===== config.mk =====
export PLATFORM = sky130hd
export DESIGN_NAME = bus_arbiter
export DESIGN_NICKNAME = d
export VERILOG_FILES = /design/src/rtl/bus_arbiter.sv
export SDC_FILE = /design/constraint.sdc
export NUM_CORES = 1
export LEC_CHECK = 0
export BUFFER_PORTS_ARGS = -buffer_cell sky130_fd_sc_hd__buf_2
export CORE_AREA = 4 4 156 158
export CTS_BUF_LIST = sky130_fd_sc_hd__clkbuf_8 sky130_fd_sc_hd__clkbuf_16
export CTS_CLUSTER_SIZE = 10
export DETAILED_ROUTE_END_ITERATION = 16
export DIE_AREA = 0 0 160 162
export SLEW_MARGIN = 10
export SYNTH_ARGS = -nofsm -noshare
export SYNTH_HDL_FRONTEND = slang
export SYNTH_SLANG_ARGS = --single-unit
export TNS_END_PERCENT = 20

===== constraint.sdc =====
create_clock -name clk -period 8.4 [get_ports clk]
set_clock_uncertainty 0.1 [all_clocks]
set_input_delay 0 -clock clk [delete_from_list [all_inputs] [get_ports clk]]
set_output_delay 0 -clock clk [all_outputs]
set_load 0.05 [all_outputs]

===== src/rtl/bus_arbiter.sv =====
// -----------------------------------------------------------------------------
// bus_arbiter
// Round-robin arbiter that funnels N_MASTERS request/ack masters onto a single
// request/ack slave port. It handles one transaction at a time through the
// states IDLE -> ISSUE -> DONE, and every output comes from a register.
//
// Optional feature: define BUS_ARB_TIMEOUT_EN to build an ISSUE-cycle counter.
// When the slave has not acked after TIMEOUT_CYCLES cycles, the transaction is
// aborted. The abort pulses m_ack with m_rdata = 32'hDEAD_BEEF and
// m_timeout = 1. Without the macro, ISSUE waits indefinitely and m_timeout is 0.
// -----------------------------------------------------------------------------
module bus_arbiter #(
    parameter int N_MASTERS      = 4,
    parameter int TIMEOUT_CYCLES = 15
) (
    input  logic                      clk,
    input  logic                      rst,
    input  logic [N_MASTERS-1:0]      m_req,
    input  logic [N_MASTERS-1:0]      m_cmd,
    input  logic [32*N_MASTERS-1:0]   m_addr,
    input  logic [32*N_MASTERS-1:0]   m_wdata,
    output logic [N_MASTERS-1:0]      m_ack,
    output logic [31:0]               m_rdata,
    output logic                      m_timeout,
    output logic                      s_req,
    output logic                      s_cmd,
    output logic [31:0]               s_addr,
    output logic [31:0]               s_wdata,
    input  logic                      s_ack,
    input  logic [31:0]               s_rdata,
    output logic [2:0]                grant_id,
    output logic                      busy
);

    typedef enum logic [1:0] {
        ST_IDLE  = 2'b00,
        ST_ISSUE = 2'b01,
        ST_DONE  = 2'b10
    } state_t;

    localparam logic [2:0] LAST_IDX = 3'(N_MASTERS - 1);

    // One-hot ack vector for the given master index
    function automatic logic [N_MASTERS-1:0] idx_onehot(input logic [2:0] idx);
        logic [N_MASTERS-1:0] oh;
        oh = '0;
        for (int j = 0; j < N_MASTERS; j++) begin
            if (idx == 3'(j)) begin
                oh[j] = 1'b1;
            end else begin
                oh[j] = 1'b0;
            end
        end
        return oh;
    endfunction

    state_t               state_q, state_d;
    logic                 s_req_q, s_req_d;
    logic                 s_cmd_q, s_cmd_d;
    logic [31:0]          s_addr_q, s_addr_d;
    logic [31:0]          s_wdata_q, s_wdata_d;
    logic [N_MASTERS-1:0] m_ack_q, m_ack_d;
    logic [31:0]          m_rdata_q, m_rdata_d;
    logic [2:0]           grant_q, grant_d;
    logic [2:0]           last_grant_q, last_grant_d;
    logic                 busy_q, busy_d;

`ifdef BUS_ARB_TIMEOUT_EN
    localparam int CNT_W = (TIMEOUT_CYCLES > 1) ? $clog2(TIMEOUT_CYCLES + 1) : 1;
    logic [CNT_W-1:0]     cnt_q, cnt_d;
    logic                 m_timeout_q, m_timeout_d;
`else
    logic [31:0]          unused_timeout_cfg_s;
    assign unused_timeout_cfg_s = 32'(TIMEOUT_CYCLES);
`endif

    // Arbitration results
    logic [7:0]           req_pad_s;
    logic [3:0]           cand_s;
    logic                 found_s;
    logic [2:0]           win_s;
    logic                 sel_cmd_s;
    logic [31:0]          sel_addr_s;
    logic [31:0]          sel_wdata_s;

    // Round-robin search, starting one past the last granted master
    always_comb begin
        req_pad_s                  = 8'b0;
        req_pad_s[N_MASTERS-1:0]   = m_req;
        found_s                    = 1'b0;
        win_s                      = 3'b0;
        cand_s                     = 4'b0;
        for (int i = 1; i <= N_MASTERS; i++) begin
            cand_s = {1'b0, last_grant_q} + 4'(i);
            if (cand_s >= 4'(N_MASTERS)) begin
                cand_s = cand_s - 4'(N_MASTERS);
            end else begin
                cand_s = cand_s;
            end
            if (!found_s && req_pad_s[cand_s[2:0]]) begin
                found_s = 1'b1;
                win_s   = cand_s[2:0];
            end else begin
                found_s = found_s;
            end
        end
    end

    // Select the winning master's command, address and write data
    always_comb begin
        sel_cmd_s   = 1'b0;
        sel_addr_s  = 32'h0000_0000;
        sel_wdata_s = 32'h0000_0000;
        for (int j = 0; j < N_MASTERS; j++) begin
            if (win_s == 3'(j)) begin
                sel_cmd_s   = m_cmd[j];
                sel_addr_s  = m_addr[32*j +: 32];
                sel_wdata_s = m_wdata[32*j +: 32];
            end else begin
                sel_cmd_s   = sel_cmd_s;
            end
        end
    end

    // FSM next-state and registered-output next values
    always_comb begin
        state_d      = state_q;
        s_req_d      = s_req_q;
        s_cmd_d      = s_cmd_q;
        s_addr_d     = s_addr_q;
        s_wdata_d    = s_wdata_q;
        m_ack_d      = '0;
        m_rdata_d    = m_rdata_q;
        grant_d      = grant_q;
        last_grant_d = last_grant_q;
        busy_d       = busy_q;
`ifdef BUS_ARB_TIMEOUT_EN
        cnt_d        = cnt_q;
        m_timeout_d  = 1'b0;
`endif
        case (state_q)
            ST_IDLE: begin
                // A stray s_ack here is ignored
                if (found_s) begin
                    state_d   = ST_ISSUE;
                    s_req_d   = 1'b1;
                    s_cmd_d   = sel_cmd_s;
                    s_addr_d  = sel_addr_s;
                    s_wdata_d = sel_wdata_s;
                    grant_d   = win_s;
                    busy_d    = 1'b1;
`ifdef BUS_ARB_TIMEOUT_EN
                    cnt_d     = '0;
`endif
                end else begin
                    state_d   = ST_IDLE;
                    busy_d    = 1'b0;
                end
            end
            ST_ISSUE: begin
                // The master dropping m_req does not abort the slave cycle
                if (s_ack) begin
                    state_d      = ST_DONE;
                    s_req_d      = 1'b0;
                    m_rdata_d    = s_rdata;
                    m_ack_d      = idx_onehot(grant_q);
                    last_grant_d = grant_q;
                    busy_d       = 1'b1;
`ifdef BUS_ARB_TIMEOUT_EN
                end else if (cnt_q == CNT_W'(TIMEOUT_CYCLES - 1)) begin
                    state_d      = ST_DONE;
                    s_req_d      = 1'b0;
                    m_rdata_d    = 32'hDEAD_BEEF;
                    m_ack_d      = idx_onehot(grant_q);
                    m_timeout_d  = 1'b1;
                    last_grant_d = grant_q;
                    busy_d       = 1'b1;
                end else begin
                    state_d      = ST_ISSUE;
                    cnt_d        = cnt_q + CNT_W'(1);
                end
`else
                end else begin
                    state_d      = ST_ISSUE;
                end
`endif
            end
            ST_DONE: begin
                // One-cycle gap: no arbitration, so the just-acked master is ignored
                state_d = ST_IDLE;
                busy_d  = 1'b0;
            end
            default: begin
                state_d = ST_IDLE;
                s_req_d = 1'b0;
                busy_d  = 1'b0;
            end
        endcase
    end

    // State and output registers with asynchronous active-low reset
    always_ff @(posedge clk or negedge rst) begin
        if (!rst) begin
            state_q      <= ST_IDLE;
            s_req_q      <= 1'b0;
            s_cmd_q      <= 1'b0;
            s_addr_q     <= 32'h0000_0000;
            s_wdata_q    <= 32'h0000_0000;
            m_ack_q      <= '0;
            m_rdata_q    <= 32'h0000_0000;
            grant_q      <= 3'b000;
            last_grant_q <= LAST_IDX;
            busy_q       <= 1'b0;
`ifdef BUS_ARB_TIMEOUT_EN
            cnt_q        <= '0;
            m_timeout_q  <= 1'b0;
`endif
        end else begin
            state_q      <= state_d;
            s_req_q      <= s_req_d;
            s_cmd_q      <= s_cmd_d;
            s_addr_q     <= s_addr_d;
            s_wdata_q    <= s_wdata_d;
            m_ack_q      <= m_ack_d;
            m_rdata_q    <= m_rdata_d;
            grant_q      <= grant_d;
            last_grant_q <= last_grant_d;
            busy_q       <= busy_d;
`ifdef BUS_ARB_TIMEOUT_EN
            cnt_q        <= cnt_d;
            m_timeout_q  <= m_timeout_d;
`endif
        end
    end

    assign s_req    = s_req_q;
    assign s_cmd    = s_cmd_q;
    assign s_addr   = s_addr_q;
    assign s_wdata  = s_wdata_q;
    assign m_ack    = m_ack_q;
    assign m_rdata  = m_rdata_q;
    assign grant_id = grant_q;
    assign busy     = busy_q;
`ifdef BUS_ARB_TIMEOUT_EN
    assign m_timeout = m_timeout_q;
`else
    assign m_timeout = 1'b0;
`endif

endmodule


==> summary.txt <==
Synth Net Count - 901
Clock Tree Buf Depth - 2
max frequency - 185 MHz
Slew Viols, Final - 0
P&R area growth vs syn - 68.0%
TNS Setup - 0 ns
gr ovfl total - 0
# DRC - 0
routed vias/inst - 4.74
Setup crit end kind - register
Die Wd - 160 µm
num rows - 56
GP Congestion - 0.849
total power - 5490 µW
layout cells sized above 1 - 41.7%
initial core utilization - 29.1%
FF+latch count, synth - 111
Crit-path slowest cell - buf_4
crit path kind - reg -> reg
critical path cell sequence - inv_1, ha_1, mux2i_4, o21ai_1, a211o_1, o32ai_4, buf_4, mux2i_1, dlygate4sd3_1, o221ai_2, dlygate4sd3_1
worst slack, placed - 4.09 ns
Port Buffers - 404
total global-route track usage - 19.5%
Tcrit/Tclk final - 64.2%
clock sink count - 111
# fillers - 2,103
yosys warns - 0
DRT iter0 DRCs - 328
ys flop type - dfrtp_1
worst path arrival time - 5.53 ns
mean routed wirelength per cell - 17.4 µm
area of the core - 23,100 µm²
post-synthesis sequential area ratio - 41.3%
syn_area_per_cell - 11.2 µm²
vias in the first global route - 7,749
nets@finish - 1,506
Clk Latency, worst-skew pair - 0.36 ns
CTS buffer count - 9
worst-margin pin slew - 1.06 ns
DP Cell Count - 1,255
status - finished clean
Vias - 7,108
fin util - 49.0%
Post-CTS Resized - 0
Final Hold Vio Count - 0
DRT Pass-1 Iters - 5
number of flops mapped to enable cells by yosys - 0
most common cell after layout, fill and taps aside - buf_2
largest net degree at the start of global routing - 68
initial antenna violation count - 0
Worst Hold Class - in -> async
CTS clk-pin slew, worst paths - 0.10 ns
Max-Cap Viols - 0
maximum VDD drop - 0.274 mV
non-filler cells, final - 1,500
Die Height - 162 µm
CP Max Fanout - 63
most frequent cells in the layout - 403 x buf_2, 229 x dlygate4sd3_1, 173 x nand2_1
# IOs - 406
antenna viol nets, final - 0
setup slack after layout - 3.01 ns
post-synthesis cell type count - 49
Mapped Area - 6740 µm²
Slew HR - 29.5%
Final min period - 5.39 ns
n_diodes - 0
final WL - 26.2 mm
Worst setup SP type - register
RSZ-0062 raised after global routing - false
most frequent CP cell - dlygate4sd3_1
DP HPWL - 17.4 mm
Synth async-reset ratio - 100%
final setup violation count - 0
Pwr Density - 485 nW/µm²
die area - 25,900 µm²
Pleak - 0.00577 µW
Worst path max stage delay - 0.90 ns
CTS tree - built
htree depth - 3
Syn Inst Count - 600
first-pass GRT wire length - 40.9 mm
clock root cell - clkbuf_16
critical path data required time - 8.54 ns
## per-layer routing
layer,wire (µm),vias to the layer above,global-route usage [%],share of wire (%)
met1,10400,3354,22.5,40
met5,0,-,0,0
met2,13200,322,35.0,50
li1,-,3391,-,-
met3,1970,41,5.61,7.5
met4,618,0,6.02,2.4
## flip-flops by register name, indices dropped and copies added, names as in the netlist
name,cells
m_ack,4
last_grant_q,3
s_cmd,1
s_req,1
grant_id,3
m_rdata,32
s_addr,32
state_q,2
busy,1
s_wdata,32
## cell type report
class,instances,area [µm²],area share [%]
Clock buffer,9,225,1.99
Clock inverter,7,93.8,0.829
Inverter,6,22.5,0.199
Multi-Input combinational cell,435,3450,30.5
Sequential cell,111,2780,24.6
Tap cell,290,363,3.21
Timing Repair Buffer,642,4380,38.7
## logic make-up (layout without fill, tap and decap cells)
kind of cell / Yosys count / count (layout) / share of synthesized area [%]
fa+ha+maj: 2 / 2 / 0.371
simple gates: 201 / 201 / 12.1
mux: 135 / 135 / 20.4
flops: 111 / 111 / 41.3
compound gates: 96 / 96 / 17.9
other cells: 1 / 1 / 0.0557
buf+inv: 54 / 664 / 7.82
## worst paths after layout
path | startpoint | end | slack [ns] | depth (start not counted)
max in group asynchronous | rst | s_wdata[14] | 6.80 | 3
worst max register to register | last_grant_q[0] | s_wdata[25] | 3.01 | 11
min in group clk | s_rdata[1] | m_rdata[1] | 0.26 | 4
worst min-delay path | rst | s_addr[19] | 0.08 | 2
worst min register to register | m_rdata[30] | m_rdata[30] | 0.38 | 2
worst max-delay path | last_grant_q[0] | s_wdata[25] | 3.01 | 11
## cells in the mapped netlist (2+ instances only)
library cell  instances  area share, %
nand2_1             173            9.6
mux2i_1             130             19
dfrtp_1             109             40
o221ai_2             65             14
clkbuf_1             15           0.84
buf_6                12            2.0
buf_12               10            3.0
nor2_1                8           0.45
a31oi_1               6           0.56
buf_2                 6           0.45
inv_1                 6           0.33
o21ai_0               5           0.37
bufbuf_8              4            1.1
a21oi_1               3           0.22
nor4b_1               3           0.39
a211o_1               2           0.26
a22oi_1               2           0.22
and2_1                2           0.19
dfstp_2               2           0.78
ha_1                  2           0.37
mux2_4                2           0.45
nand2b_1              2           0.19
nand4_1               2           0.19
nor2b_1               2           0.19
nor3_1                2           0.15
o21ai_1               2           0.15
## report_power, final
group          internal, µW  total (µW)  switching, µW
combinational          1740        4060           2320
sequential              803         970            167
clock                   218         466            247
## repair_timing
action                     in CTS  in global routing
hold buffers                  229                  0
setup buffers                   0                  0
setup endpoints to repair       0                  0
hold endpoints to repair      144                  0
## per-stage QoR
| step | cell area (µm²) | hold WS (ns) |
|---|---|---|
| 2_1_floorplan | 6740 | -0.396 |
| 3_3_place_gp | 8710 | -0.0417 |
| 3_5_place_dp | 8710 | -0.0407 |
| 4_1_cts | 11300 | 0.104 |
| 5_1_grt | 11300 | 0.142 |
| 6_report | 11300 | 0.0817 |
## worst max-delay path: cells and delay by family, from the launching register on
| kind | cells | cell delay (ns) |
|---|---|---|
| buffers and inverters | 4 | 2.25 |
| flip-flops | 1 | 0.76 |
| AO/OA/AOI/OAI | 4 | 0.96 |
| adder cells (fa/ha/maj) | 1 | 0.52 |
| multiplexers | 2 | 0.57 |
Note: power is estimated with default switching activity, not from simulation.
